$ cat config.mk
export PLATFORM = sky130hd
export DESIGN_NAME = ofdm_bit_source
export DESIGN_NICKNAME = d
export VERILOG_FILES = /design/src/rtl/ofdm_bit_source.sv
export SDC_FILE = /design/constraint.sdc
export NUM_CORES = 1
export LEC_CHECK = 0
export CORE_MARGIN = 4
export CORE_UTILIZATION = 50
export DETAILED_ROUTE_END_ITERATION = 8
export GPL_TIMING_DRIVEN = 0
export PLACE_DENSITY = 0.84
export SLEW_MARGIN = 20
export SYNTH_ARGS = -nofsm -noshare
export SYNTH_HDL_FRONTEND = slang
export SYNTH_SLANG_ARGS = --single-unit
$ cat constraint.sdc
create_clock -name clk -period 2.9 [get_ports clk]
set_input_delay 0.725 -clock clk [delete_from_list [all_inputs] [get_ports clk]]
set_output_delay 0.725 -clock clk [all_outputs]
set_load 0.05 [all_outputs]
$ cat src/rtl/ofdm_bit_source.sv
// Serial bit source for the OFDM transmitter: repeating pattern, PRBS, zero or alternating bits in framed bursts.
// Define ERR_INJECT_EN to add err_inject_i / err_cnt_o single-bit error injection.
module ofdm_bit_source #(
  parameter int                PAT_W     = 4,
  parameter int                LFSR_W    = 7,
  parameter logic [LFSR_W-1:0] LFSR_TAPS = 7'h60,
  parameter int                FRAME_LEN = 64,
  parameter int                GAP_LEN   = 0
) (
  input  logic              clk,
  input  logic              reset,
  input  logic              enable_i,
  input  logic [1:0]        mode_i,
  input  logic [PAT_W-1:0]  pattern_i,
  input  logic [LFSR_W-1:0] seed_i,
  output logic              bit_out_o,
  output logic              bit_valid_o,
  input  logic              bit_ready_i,
  output logic              sof_o,
  output logic              eof_o,
  output logic [15:0]       frame_cnt_o,
  output logic              busy_o
`ifdef ERR_INJECT_EN
  ,
  input  logic              err_inject_i,
  output logic [15:0]       err_cnt_o
`endif
);

  localparam int PIDX_W = (PAT_W > 1) ? $clog2(PAT_W) : 1;
  localparam int BIDX_W = (FRAME_LEN > 1) ? $clog2(FRAME_LEN) : 1;
  localparam int GCNT_W = (GAP_LEN > 1) ? $clog2(GAP_LEN) : 1;
  localparam logic [PIDX_W-1:0] PIDX_LAST = PIDX_W'(PAT_W - 1);
  localparam logic [BIDX_W-1:0] BIDX_LAST = BIDX_W'(FRAME_LEN - 1);
  localparam logic [GCNT_W-1:0] GCNT_LAST = GCNT_W'((GAP_LEN > 0) ? GAP_LEN - 1 : 0);

  localparam logic [1:0] ST_IDLE = 2'd0;
  localparam logic [1:0] ST_RUN  = 2'd1;
  localparam logic [1:0] ST_GAP  = 2'd2;

  logic [1:0]        state_q, state_d;
  logic [1:0]        mode_q, mode_d;
  logic [PAT_W-1:0]  pattern_q, pattern_d;
  logic [LFSR_W-1:0] lfsr_q, lfsr_d;
  logic [PIDX_W-1:0] pidx_q, pidx_d;
  logic [BIDX_W-1:0] bidx_q, bidx_d;
  logic [GCNT_W-1:0] gcnt_q, gcnt_d;
  logic              alt_q, alt_d;
  logic [15:0]       frame_cnt_q, frame_cnt_d;

  logic run;
  logic last;
  logic raw_bit;
  logic flip;

  assign run  = (state_q == ST_RUN);
  assign last = (bidx_q == BIDX_LAST);

  always_comb begin
    state_d     = state_q;
    mode_d      = mode_q;
    pattern_d   = pattern_q;
    lfsr_d      = lfsr_q;
    pidx_d      = pidx_q;
    bidx_d      = bidx_q;
    gcnt_d      = gcnt_q;
    alt_d       = alt_q;
    frame_cnt_d = frame_cnt_q;
    case (state_q)
      ST_IDLE: begin
        if (enable_i) begin
          state_d   = ST_RUN;
          mode_d    = mode_i;
          pattern_d = pattern_i;
          lfsr_d    = (seed_i == '0) ? '1 : seed_i;
          pidx_d    = '0;
          bidx_d    = '0;
          alt_d     = 1'b0;
        end
      end
      ST_RUN: begin
        if (bit_ready_i) begin
          pidx_d = (pidx_q == PIDX_LAST) ? '0 : pidx_q + 1'b1;
          lfsr_d = {lfsr_q[LFSR_W-2:0], ^(lfsr_q & LFSR_TAPS)};
          alt_d  = ~alt_q;
          bidx_d = bidx_q + 1'b1;
          if (last) begin
            bidx_d      = '0;
            frame_cnt_d = frame_cnt_q + 16'd1;
            if (GAP_LEN > 0) begin
              state_d = ST_GAP;
              gcnt_d  = '0;
            end else if (enable_i) begin
              // back-to-back: new config, but LFSR and pattern index keep running
              mode_d    = mode_i;
              pattern_d = pattern_i;
            end else begin
              state_d = ST_IDLE;
            end
          end
        end
      end
      ST_GAP: begin
        if (gcnt_q == GCNT_LAST) begin
          if (enable_i) begin
            state_d   = ST_RUN;
            mode_d    = mode_i;
            pattern_d = pattern_i;
          end else begin
            state_d = ST_IDLE;
          end
        end else begin
          gcnt_d = gcnt_q + 1'b1;
        end
      end
      default: state_d = ST_IDLE;
    endcase
  end

  always_ff @(posedge clk) begin
    if (reset) begin
      state_q     <= ST_IDLE;
      mode_q      <= '0;
      pattern_q   <= '0;
      lfsr_q      <= '0;
      pidx_q      <= '0;
      bidx_q      <= '0;
      gcnt_q      <= '0;
      alt_q       <= 1'b0;
      frame_cnt_q <= '0;
    end else begin
      state_q     <= state_d;
      mode_q      <= mode_d;
      pattern_q   <= pattern_d;
      lfsr_q      <= lfsr_d;
      pidx_q      <= pidx_d;
      bidx_q      <= bidx_d;
      gcnt_q      <= gcnt_d;
      alt_q       <= alt_d;
      frame_cnt_q <= frame_cnt_d;
    end
  end

  always_comb begin
    raw_bit = 1'b0;
    case (mode_q)
      2'b00:   raw_bit = pattern_q[pidx_q];
      2'b01:   raw_bit = lfsr_q[LFSR_W-1];
      2'b11:   raw_bit = alt_q;
      default: raw_bit = 1'b0;
    endcase
  end

`ifdef ERR_INJECT_EN
  // flip_q marks the bit currently presented; a pulse arriving while a bit is
  // stalled waits in pend_q so the held bit never changes under backpressure.
  logic        flip_q, flip_d;
  logic        pend_q, pend_d;
  logic [15:0] err_cnt_q, err_cnt_d;

  always_comb begin
    flip_d    = flip_q;
    pend_d    = pend_q;
    err_cnt_d = err_cnt_q;
    if (run && !bit_ready_i) begin
      pend_d = pend_q | (err_inject_i & ~flip_q);
    end else if (run) begin
      flip_d = pend_q | err_inject_i;
      pend_d = 1'b0;
      if (flip_q) err_cnt_d = err_cnt_q + 16'd1;
    end else begin
      flip_d = flip_q | pend_q | err_inject_i;
      pend_d = 1'b0;
    end
  end

  always_ff @(posedge clk) begin
    if (reset) begin
      flip_q    <= 1'b0;
      pend_q    <= 1'b0;
      err_cnt_q <= '0;
    end else begin
      flip_q    <= flip_d;
      pend_q    <= pend_d;
      err_cnt_q <= err_cnt_d;
    end
  end

  assign flip      = flip_q;
  assign err_cnt_o = err_cnt_q;
`else
  assign flip = 1'b0;
`endif

  assign bit_valid_o = run;
  assign bit_out_o   = run & (raw_bit ^ flip);
  assign sof_o       = run && (bidx_q == '0);
  assign eof_o       = run && last;
  assign frame_cnt_o = frame_cnt_q;
  assign busy_o      = (state_q == ST_RUN) || (state_q == ST_GAP);

endmodule

==> results.py <==
metrics = {
    "layout": {
        "drive_above_1_share": 0.0806,
        "n_antenna_cell": 0,
        "nets": 294,
        "nFillCells": 318,
        "area_growth_pct": 26.5,
    },
    "clock_network": {
        "htree_levels": 2,
        "cts_tree": "built",
        "cts_setup_buffers": 0,
        "clock_latency_ns": 0.29,
        "clockBufferDepth": 2,
        "numCtsBuffers": 5,
        "root_buffer": "clkbuf_8",
        "clock_sinks": 39,
        "clk_pin_slew_ns": 0.07,
        "cts-resized-gates": 5,
        "cts_hold_buf": 0,
    },
    "power_and_ir_drop": {
        "combPwrFrac": 0.120,
        "p_leak_uw": 0.000880,
        "p_int_uw": 797,
        "power_density_mw_per_mm2": 434,
        "swShare": 0.248,
        "switchingPower_uw": 263,
        "clock_power_share": 0.350,
        "power_frac_seq": 0.531,
        "vdd_drop_max_uv": 378,
    },
    "floorplan": {
        "ios": 38,
        "rows": 22,
        "dieArea_sq_mm": 0.00491,
        "core_sq_mm": 0.00369,
        "start_util": 0.523,
        "dieHeight_um": 70.1,
        "die_w_um": 70.1,
    },
    "synth": {
        "synth_top_family_by_area": "simple AND/OR/NAND/NOR gates",
        "synth_compound_area_frac": 0.160,
        "netlist.top_cell.by_area": "dfxtp_1",
        "syn_area_sq_mm": 0.00193,
        "syn_avg_cell_area_sq_um": 8.38,
        "yosysMostFrequentCell": "dfxtp_1",
        "postSynth.asyncResetShare": 0,
        "synth_ff_type": "dfxtp_1",
        "synthCells": 230,
        "synth_common_cells": "dfxtp_1 (39), a21oi_1 (25), nor2_1 (23)",
        "synthXorXnorAreaFrac": 0.0273,
        "synth.area.top_cells": "dfxtp_1 (40%), a21oi_1 (6.5%), nor2_1 (4.5%)",
        "seq_area_frac_synth": 0.405,
        "synth_top_area_frac": 0.405,
        "synthAdderAreaFrac": 0.0260,
        "synth_cell_types": 39,
        "mappedNetlistNets": 251,
        "muxShareOfSynthArea": 0.0766,
        "synthSimpleGateAreaFrac": 0.259,
        "yosysWarnings": 0,
        "synth_edf_count": 0,
        "synth_seq_cells": 39,
    },
    "timing": {
        "fmax_mhz": 360,
        "min_period_ns": 2.78,
        "final_max_slew_viol_count": 0,
        "final.setup.tns_ns": 0,
        "worst_pin_slew_ns": 0.530,
        "min_period_over_period": 0.959,
        "slew_headroom": 0.643,
        "rsz0062_at_grt": "no",
        "fin_hold_ws_ns": 0.459,
        "fin_skew_ns": 0.00626,
        "finalSetupViolCount": 0,
        "hold_viol_final": 0,
    },
    "drt": {
        "detail_route.wl_per_cell_um": 12.9,
        "vias": 1785,
        "drc": 0,
        "routed_via_density": 5.56,
        "drt_iter0_drc": 67,
        "ant_nets": 0,
        "wl_um": 4150,
        "first_pass_iters": 5,
    },
    "setup_path": {
        "worstSetupPathType": "flip-flop to output pin",
        "cp-startpoint": "bidx_q[0]$_SDFFE_PP0P_",
        "setup.worst_path.start_class": "flip-flop",
        "regToRegSetupSlack_ns": 0.51,
        "crit_fanout": 5,
        "worstPathRequired_ns": 2.17,
        "r2r-start": "bidx_q[0]$_SDFFE_PP0P_",
        "worst_ep_arrival_time_ns": 2.06,
        "cp-endpoint": "sof_o",
        "regToRegEndpoint": "frame_cnt_o[15]$_SDFFE_PP0P_",
        "worstRegToRegCells": 6,
        "end_kind": "output pin",
    },
    "global_route": {
        "grt_pass1_wl_um": 6930,
        "grt_usage": 0.175,
        "antenna_found_initial": 0,
        "grt_pass1_vias": 1611,
        "grt_max_degree": 12,
        "overflow": 0,
    },
    "outcome": {
        "status": "finished clean",
    },
    "place": {
        "hpwl_um": 3090,
        "finalWeightedCongestion": 0.813,
        "port_buffers": 36,
    },
    "min_path": {
        "min_path_type": "flip-flop to flip-flop",
    },
    "flow_run": {
        "drv_cap": 0,
    },
}
-- registers in the layout, indices dropped and copies added, names as in the netlist --
signal	cells
alt_q	1
bidx_q	6
frame_cnt_o	16
lfsr_q	7
mode_q	2
pattern_q	4
pidx_q	2
state_q	1
-- cells in the final DEF (no fill, tap or decap), types with 3 or more instances in the layout --
cell type,synthesis,routed
dfxtp_1,39,39
clkdlybuf4s50_1,0,33
a21oi_1,25,25
nor2_1,23,23
nand2_1,18,18
o21ai_0,14,14
nand3_1,10,10
clkbuf_1,9,9
mux2i_1,8,8
a21o_1,7,7
or3_1,6,6
clkbuf_8,0,6
nor2b_1,5,5
inv_1,5,5
xnor2_1,5,5
nand4_1,5,5
nor3_1,5,5
mux2_2,4,4
nor4_1,4,4
or4_1,4,4
ha_1,4,4
and2_1,3,3
o31ai_1,3,3
-- layout make-up --
cell class	instances	area (sq um)	share of cell area
clock inverter	1	5.00	0.00205
inverter	5	18.8	0.00769
multi-input combinational	171	1060	0.436
tap	48	60.1	0.0246
buffer	15	70.1	0.0287
sequential	39	781	0.320
clock buffer	6	82.6	0.0338
timing repair buffer	36	359	0.147
-- power groups by stage --
stage          combinational [uW]  sequential, uW  clock [uW]
6_report                      127             562         370
5_1_grt                       140             564         401
4_1_cts                       128             562         382
3_5_place_dp                  128             575           0
3_3_place_gp                  126             574           0
2_1_floorplan                79.5             575           0
-- how the worst min path moves through the flow --
stage / startpoint / endpoint / slack (ns) / cells after the start
finish: lfsr_q[4]$_SDFFE_PP0P_ / lfsr_q[4]$_SDFFE_PP0P_ / 0.46 / 2
global route: lfsr_q[4]$_SDFFE_PP0P_ / lfsr_q[4]$_SDFFE_PP0P_ / 0.49 / 2
CTS: lfsr_q[4]$_SDFFE_PP0P_ / lfsr_q[4]$_SDFFE_PP0P_ / 0.46 / 2
detailed placement: lfsr_q[4]$_SDFFE_PP0P_ / lfsr_q[4]$_SDFFE_PP0P_ / 0.45 / 2
global placement: lfsr_q[3]$_SDFFE_PP0P_ / lfsr_q[3]$_SDFFE_PP0P_ / 0.45 / 2
floorplan: lfsr_q[0]$_SDFFE_PP0P_ / lfsr_q[0]$_SDFFE_PP0P_ / 0.44 / 2
-- per-layer routing --
| metal | GRT usage | vias to the layer above | wire length (um) |
|---|---|---|---|
| met5 | 0 | - | 0 |
| met4 | 0.0787 | 0 | 83 |
| met3 | 0.0489 | 8 | 233 |
| met2 | 0.303 | 50 | 2080 |
| met1 | 0.199 | 822 | 1750 |
| li1 | - | 905 | - |
-- metrics by stage --
stage                     cells  total power, uW  setup slack [ns]  area (sq um)  utilization
after global placement      314              700            0.0307          2350        0.638
after detailed placement    314              703            0.0178          2350        0.638
after CTS                   321             1070             0.113          2440        0.661
final                       321             1060             0.119          2440        0.661
after global routing        321             1100            0.0156          2440        0.661
after floorplan             230              655             0.295          1930            -
-- critical path, cell delays in order, from the launching register on --
cell and delay [ns]:
dfxtp_1 0.35, inv_1 0.07, ha_1 0.14, or4b_2 0.60, nor3b_2 0.21, clkdlybuf4s15_2 0.39
-- cells by family after synthesis --
kind of cell | Yosys count
buf+inv | 20
fa+ha+maj | 4
simple gates | 94
xor+xnor | 6
compound gates | 54
mux | 13
flops | 39
(Power assumes the default switching activity.)
